[src/rtl/cmd_fifo_if.sv]
// Handshake bundle between the cube-move command producer/consumer and cmd_fifo.
// The FIFO takes the slave modport; the side that drives requests takes master.
interface cmd_fifo_if #(
   parameter int DATA_W     = 9,
   parameter int DEPTH_LOG2 = 3
);
   logic                  wr_en;
   logic [DATA_W-1:0]     d_in;
   logic                  rd_en;
   logic [DATA_W-1:0]     d_out;
   logic                  full;
   logic                  empty;
   logic [DEPTH_LOG2:0]   count;
   logic                  err_clr;
   logic                  overflow;
   logic                  underflow;

   modport master (
      output wr_en, d_in, rd_en, err_clr,
      input  d_out, full, empty, count, overflow, underflow
   );

   modport slave (
      input  wr_en, d_in, rd_en, err_clr,
      output d_out, full, empty, count, overflow, underflow
   );
endinterface

[src/rtl/cmd_fifo.sv]
// Synchronous FIFO for 9-bit cube-move command words with registered read data.
// Define CMD_FIFO_ERR_EN to build the sticky overflow/underflow debug flags.
module cmd_fifo #(
   parameter int DATA_W     = 9,
   parameter int DEPTH_LOG2 = 3
) (
   input  logic          i_clock,
   input  logic          i_reset,
   cmd_fifo_if.slave     bus
);

   localparam int unsigned          DEPTH     = 1 << DEPTH_LOG2;
   localparam logic [DEPTH_LOG2:0]  COUNT_MAX = (DEPTH_LOG2 + 1)'(DEPTH);

   logic [DATA_W-1:0]     r_mem [DEPTH];
   logic [DEPTH_LOG2-1:0] r_wptr;
   logic [DEPTH_LOG2-1:0] r_rptr;
   logic [DEPTH_LOG2:0]   r_count;
   logic [DATA_W-1:0]     r_dout;

   logic w_full;
   logic w_empty;
   logic w_wr_acc;
   logic w_rd_acc;

   // Acceptance uses the pre-edge flags, so a full FIFO rejects a write even
   // when a read is accepted in the same cycle (and symmetrically for empty).
   assign w_full   = (r_count == COUNT_MAX);
   assign w_empty  = (r_count == '0);
   assign w_wr_acc = bus.wr_en && !w_full;
   assign w_rd_acc = bus.rd_en && !w_empty;

   // NOTE: storage has no reset; entries are only read after being written,
   // and leaving it out keeps the array mappable onto plain RAM/LUT-RAM.
   always_ff @(posedge i_clock) begin
      if (w_wr_acc) begin
         r_mem[r_wptr] <= bus.d_in;
      end
   end

   // NOTE: all sequential state uses non-blocking assignments so every
   // register samples pre-edge values regardless of block evaluation order.
   always_ff @(posedge i_clock or posedge i_reset) begin
      if (i_reset) begin
         r_wptr <= '0;
         r_rptr <= '0;
      end else begin
         if (w_wr_acc) r_wptr <= r_wptr + 1'b1;
         if (w_rd_acc) r_rptr <= r_rptr + 1'b1;
      end
   end

   always_ff @(posedge i_clock or posedge i_reset) begin
      if (i_reset) begin
         r_count <= '0;
      end else begin
         unique case ({w_wr_acc, w_rd_acc})
            2'b10:   r_count <= r_count + 1'b1;
            2'b01:   r_count <= r_count - 1'b1;
            default: r_count <= r_count;
         endcase
      end
   end

   always_ff @(posedge i_clock or posedge i_reset) begin
      if (i_reset) begin
         r_dout <= '0;
      end else if (w_rd_acc) begin
         r_dout <= r_mem[r_rptr];
      end
   end

   assign bus.d_out = r_dout;
   assign bus.full  = w_full;
   assign bus.empty = w_empty;
   assign bus.count = r_count;

`ifdef CMD_FIFO_ERR_EN
   logic r_overflow;
   logic r_underflow;

   // A new error event wins over a clear arriving in the same cycle.
   always_ff @(posedge i_clock or posedge i_reset) begin
      if (i_reset) begin
         r_overflow  <= 1'b0;
         r_underflow <= 1'b0;
      end else begin
         if (bus.wr_en && w_full)   r_overflow <= 1'b1;
         else if (bus.err_clr)      r_overflow <= 1'b0;

         if (bus.rd_en && w_empty)  r_underflow <= 1'b1;
         else if (bus.err_clr)      r_underflow <= 1'b0;
      end
   end

   assign bus.overflow  = r_overflow;
   assign bus.underflow = r_underflow;
`else
   logic w_unused_err_clr;

   assign w_unused_err_clr = bus.err_clr;
   assign bus.overflow     = 1'b0;
   assign bus.underflow    = 1'b0;
`endif

endmodule

[src/flat_wrapper.sv]
// flat-port wrapper written by rule: the top's interface ports become plain ports
module cmd_fifo_flat 
#(
   parameter int DATA_W     = 9,
   parameter int DEPTH_LOG2 = 3
)
  (i_clock, i_reset, bus_wr_en, bus_d_in, bus_rd_en, bus_err_clr, bus_d_out, bus_full, bus_empty, bus_count, bus_overflow, bus_underflow);
  cmd_fifo_if #(.DATA_W(DATA_W), .DEPTH_LOG2(DEPTH_LOG2)) bus_i ();
  input  logic i_clock;
  input  logic i_reset;
  input wire logic [$bits(bus_i.wr_en)-1:0] bus_wr_en;
  input wire logic [$bits(bus_i.d_in)-1:0] bus_d_in;
  input wire logic [$bits(bus_i.rd_en)-1:0] bus_rd_en;
  input wire logic [$bits(bus_i.err_clr)-1:0] bus_err_clr;
  output wire logic [$bits(bus_i.d_out)-1:0] bus_d_out;
  output wire logic [$bits(bus_i.full)-1:0] bus_full;
  output wire logic [$bits(bus_i.empty)-1:0] bus_empty;
  output wire logic [$bits(bus_i.count)-1:0] bus_count;
  output wire logic [$bits(bus_i.overflow)-1:0] bus_overflow;
  output wire logic [$bits(bus_i.underflow)-1:0] bus_underflow;
  assign bus_i.wr_en = bus_wr_en;
  assign bus_i.d_in = bus_d_in;
  assign bus_i.rd_en = bus_rd_en;
  assign bus_i.err_clr = bus_err_clr;
  assign bus_d_out = bus_i.d_out;
  assign bus_full = bus_i.full;
  assign bus_empty = bus_i.empty;
  assign bus_count = bus_i.count;
  assign bus_overflow = bus_i.overflow;
  assign bus_underflow = bus_i.underflow;
  cmd_fifo #(.DATA_W(DATA_W), .DEPTH_LOG2(DEPTH_LOG2)) u_core (.i_clock(i_clock), .i_reset(i_reset), .bus(bus_i));
endmodule
[config.mk]
export PLATFORM = sky130hd
export DESIGN_NAME = cmd_fifo_flat
export DESIGN_NICKNAME = d
export VERILOG_FILES = /design/src/rtl/cmd_fifo_if.sv /design/src/rtl/cmd_fifo.sv /design/src/flat_wrapper.sv
export SDC_FILE = /design/constraint.sdc
export NUM_CORES = 1
export LEC_CHECK = 0
export CORE_ASPECT_RATIO = 0.8
export CORE_UTILIZATION = 50
export DETAILED_ROUTE_END_ITERATION = 10
export GPL_TIMING_DRIVEN = 0
export MAX_ROUTING_LAYER = met4
export PLACE_DENSITY = 0.81
export SLEW_MARGIN = 20
export SYNTH_ARGS = -nofsm -noshare
export SYNTH_HDL_FRONTEND = slang
export SYNTH_SLANG_ARGS = --single-unit
[constraint.sdc]
create_clock -name i_clock -period 4 [get_ports i_clock]
set_input_delay 0.6 -clock i_clock [delete_from_list [all_inputs] [get_ports i_clock]]
set_output_delay 0.6 -clock i_clock [all_outputs]
set_load 0.02 [all_outputs]
==> run summary <==
The aggregate global-route resource usage is 19.16%. The total clock sinks is 91. The most used flip-flop cell after synthesis is sky130_fd_sc_hd__edfxtp_1. The cell with the most instances after synthesis is sky130_fd_sc_hd__edfxtp_1.

The ratio of routed vias to standard cells is 5.585. The number of flip-flops and latches in the synthesized netlist came out at a little over 90. The share of Yosys cell area claimed by the top area cell type came out at 57.79%. The number of post-CTS setup repair buffers came out at 0. Setup violations remaining at the end of the flow were counted as 0.

The area growth from synthesis to layout is 16.49%. The routed wire length came out at roughly 6.6 mm. The initial antenna violation count came out at 0. Of the available clock period, the critical path in the final layout requires between 60% and 70%. The first global-routing pass estimated between 10 and 15 mm of wire. The kind of critical path is in2reg.

The flow ran to the end, and the final reports show no timing, DRC or antenna violations. The total number of H-tree levels is 3. In the post-synthesis netlist, the biggest area contributors are sky130_fd_sc_hd__edfxtp_1, sky130_fd_sc_hd__dfrtp_1, sky130_fd_sc_hd__mux2_2.

The remaining routing DRC violations is 0. Summing all non-filler instances in the final layout gives an area of between 4000 and 5000 µm². The floorplan step set the die width to 98.71 µm.

The final number of hold-violating endpoints was 0. The max-slew violation count is 0. After the first detailed-routing iteration, the DRC count stood at 110. The summed instance area of the synthesized netlist came out at 3741 µm². For the pin with the worst max-slew slack, the measured transition is 884.9 ps. The share of post-route cells with drive strength above 1 is 16.31%. The setup slack after placement is 994.3 ps. After clock tree synthesis, the clock-pin slew on the worst setup and hold paths is 90 ps. The reported leakage power came out at approximately 1.6 nW. The average footprint of a synthesized cell came out at 15.72 µm². The floorplan row count is 27. Hold repair after CTS inserted 0 buffers. The via count of the first global-routing pass is ~2.0k. The worst max-slew margin expressed relative to the limit is between 40 and 50%.

Setup repair after global routing left no endpoint under its margin. The number of nets at the end of the flow is between 200 and 300. For this design the ratio of total power to cell area is roughly 740 nW/µm². The number of diodes came out at 0. The async set-reset flop share out of synthesis is 20.88%. In this run the count of I/O pins placed on the die edge is 31. In this run the deepest clock path goes through 2 buffers.

sky130_fd_sc_hd__edfxtp_1 takes more of the synthesized area than any other cell. The number of max-cap violations is 0. The number of buffers created by CTS is 9. TritonCTS built the clock tree.

The tree is rooted in a sky130_fd_sc_hd__clkbuf_8. For this run, the top clock speed supported by timing is 374.2 MHz. The final weighted congestion in routability-driven placement came out at between 0.7 and 0.8. The placed instance count is around 350. The synthesized instance count came out at 238. The post-route minimum period came out at 2672 ps. Summed over all nets, the half-perimeter wirelength after detailed placement is 4.410 mm. Once placement finished, the instance area stood at between 4000 and 5000 µm². The wire length per cell came out at 17.85 µm. The die footprint came out at 7834 µm². The worst vdd rail ir drop is about 0.00035 V. The min-delay analysis places its worst path in the category reg2reg. The worst-skew pair later-pin latency came out at 360 ps. The type of element capturing the critical path is a register. The synthesized design contains 72 enable-type register cells.

In this run the remaining antenna-violating nets after routing total 0. The number of port buffers came out at 27. The routed layout has 2061 vias.

By count the netlist is led by sky130_fd_sc_hd__edfxtp_1, sky130_fd_sc_hd__nand2_1, sky130_fd_sc_hd__dfrtp_1, sky130_fd_sc_hd__mux2i_1, sky130_fd_sc_hd__mux2_2. In this run the worst path has a maximum fanout of 5. In the final layout, the multi-input gates occupy 996.0 µm². The largest clock skew in the final design came out at 10.23 ps.

The arrival time reported for the critical path endpoint came out at 2920 ps. The worst path setup slack after routing is about 1300 ps. Registers take 2638 µm². The starting density of the core is 52.99%.

The setup TNS after final layout came out at 0 ps. The post-layout instance count excluding filler cells came out at 369. The number of synthesis warnings is 0. The number of detailed-route iterations in the first pass came out at 4. The remaining global-route overflow is 0. The total core area came out at between 7000 and 8000 µm². The fill cell total of the finished layout is slightly above 500. For this run, the register share of the synthesized area comes to about 71%. The die span in y is ~79 µm. The worst setup path is launched from an input pin. For the worst setup path, the data required time is 4250 ps. Once the clock tree was built, the resizer swapped 0 gates to a different size. The maximum number of pins on one net before global-route repair came out at 20.

The number of library cell types mapped by synthesis came out at 36.
## final cells by class
type                            instances  area share, %
Buffer                                 11          2.268
Clock buffer                            9          2.842
Clock inverter                          7          2.297
Inverter                                6         0.5168
Multi-Input combinational cell        131          22.85
Sequential cell                        91          60.52
Tap cell                               87          2.498
Timing Repair Buffer                   27          6.202
## worst max-delay path, cell delays in order
cell and delay [ps]:
sky130_fd_sc_hd__clkdlybuf4s50_1 450, sky130_fd_sc_hd__a21boi_1 330, sky130_fd_sc_hd__inv_1 150, sky130_fd_sc_hd__ha_1 270, sky130_fd_sc_hd__ha_1 290, sky130_fd_sc_hd__a21o_1 210, sky130_fd_sc_hd__a2111oi_0 370, sky130_fd_sc_hd__nand4b_1 160
sky130_fd_sc_hd__nand3_1 70
## report_power, final
part / leakage [nW] / internal (mW) / total, mW / switching, mW
clock: 0.102 / 0.354 / 0.684 / 0.329
sequential: 0.881 / 1.23 / 1.37 / 0.131
combinational: 0.606 / 0.548 / 1.18 / 0.630
## metal layers
metal  routed length, µm  global-route usage [%]  up-vias
li1                    -                       -      972
met1                3136                   26.96     1027
met2                3011                   27.96       56
met3                 390                   5.282        6
met4                  51                   4.478        0
met5                   0                       -        -
## sequential cells by signal, summed over array words and instances, names as in the netlist
| register | flops |
|---|---|
| u_core.r_mem | 72 |
| u_core.bus.d_out | 9 |
| u_core.bus.count | 4 |
| u_core.r_rptr | 3 |
| u_core.r_wptr | 3 |
## final timing paths
| kind | startpoint | endpoint | slack, ps | cells after the start |
|---|---|---|---|---|
| worst max-delay path | bus_wr_en | u_core.bus.count[3] | 1330 | 9 |
| worst min-delay path | u_core.bus.d_out[0] | u_core.bus.d_out[0] | 490 | 2 |
| worst max register to register | u_core.bus.count[0] | u_core.bus.count[3] | 1370 | 8 |
| worst min register to register | u_core.bus.d_out[0] | u_core.bus.d_out[0] | 490 | 2 |
| max in group asynchronous | i_reset | u_core.r_wptr[2] | 2900 | 2 |
| min in group asynchronous | i_reset | u_core.r_wptr[1] | 650 | 2 |
## cells in the final DEF (no fill, tap or decap), drive strengths merged, types with 3 or more instances in the layout
cell type / instances
nand2: 25
mux2i: 19
nor2: 8
clkbuf: 11
nor3: 4
nand2b: 4
clkdlybuf4s50: 27
clkinvlp: 3
inv: 7
dfrtp: 19
o21ai: 10
a221o: 9
xnor2: 4
o22ai: 9
buf: 9
ha: 5
edfxtp: 72
mux2: 18
## logic make-up after synthesis
kind of cell    synth area share, %
flops                         70.50
simple gates                  5.719
mux                           10.50
compound gates                6.555
buf+inv                       3.244
fa+ha+maj                     2.207
xor+xnor                      1.171
other cells                  0.1002
## stage by stage
step                      total power, mW  hold WS (ps)  utilization, %
after CTS                           3.243         494.7           61.72
after global routing                3.409         526.4           61.72
after global placement              2.515         462.2           58.41
after floorplan                     2.169         485.5               -
final                               3.227         486.3           61.72
after detailed placement            2.572         474.5           58.55
No activity file was read; power rests on OpenSTA's default activity.
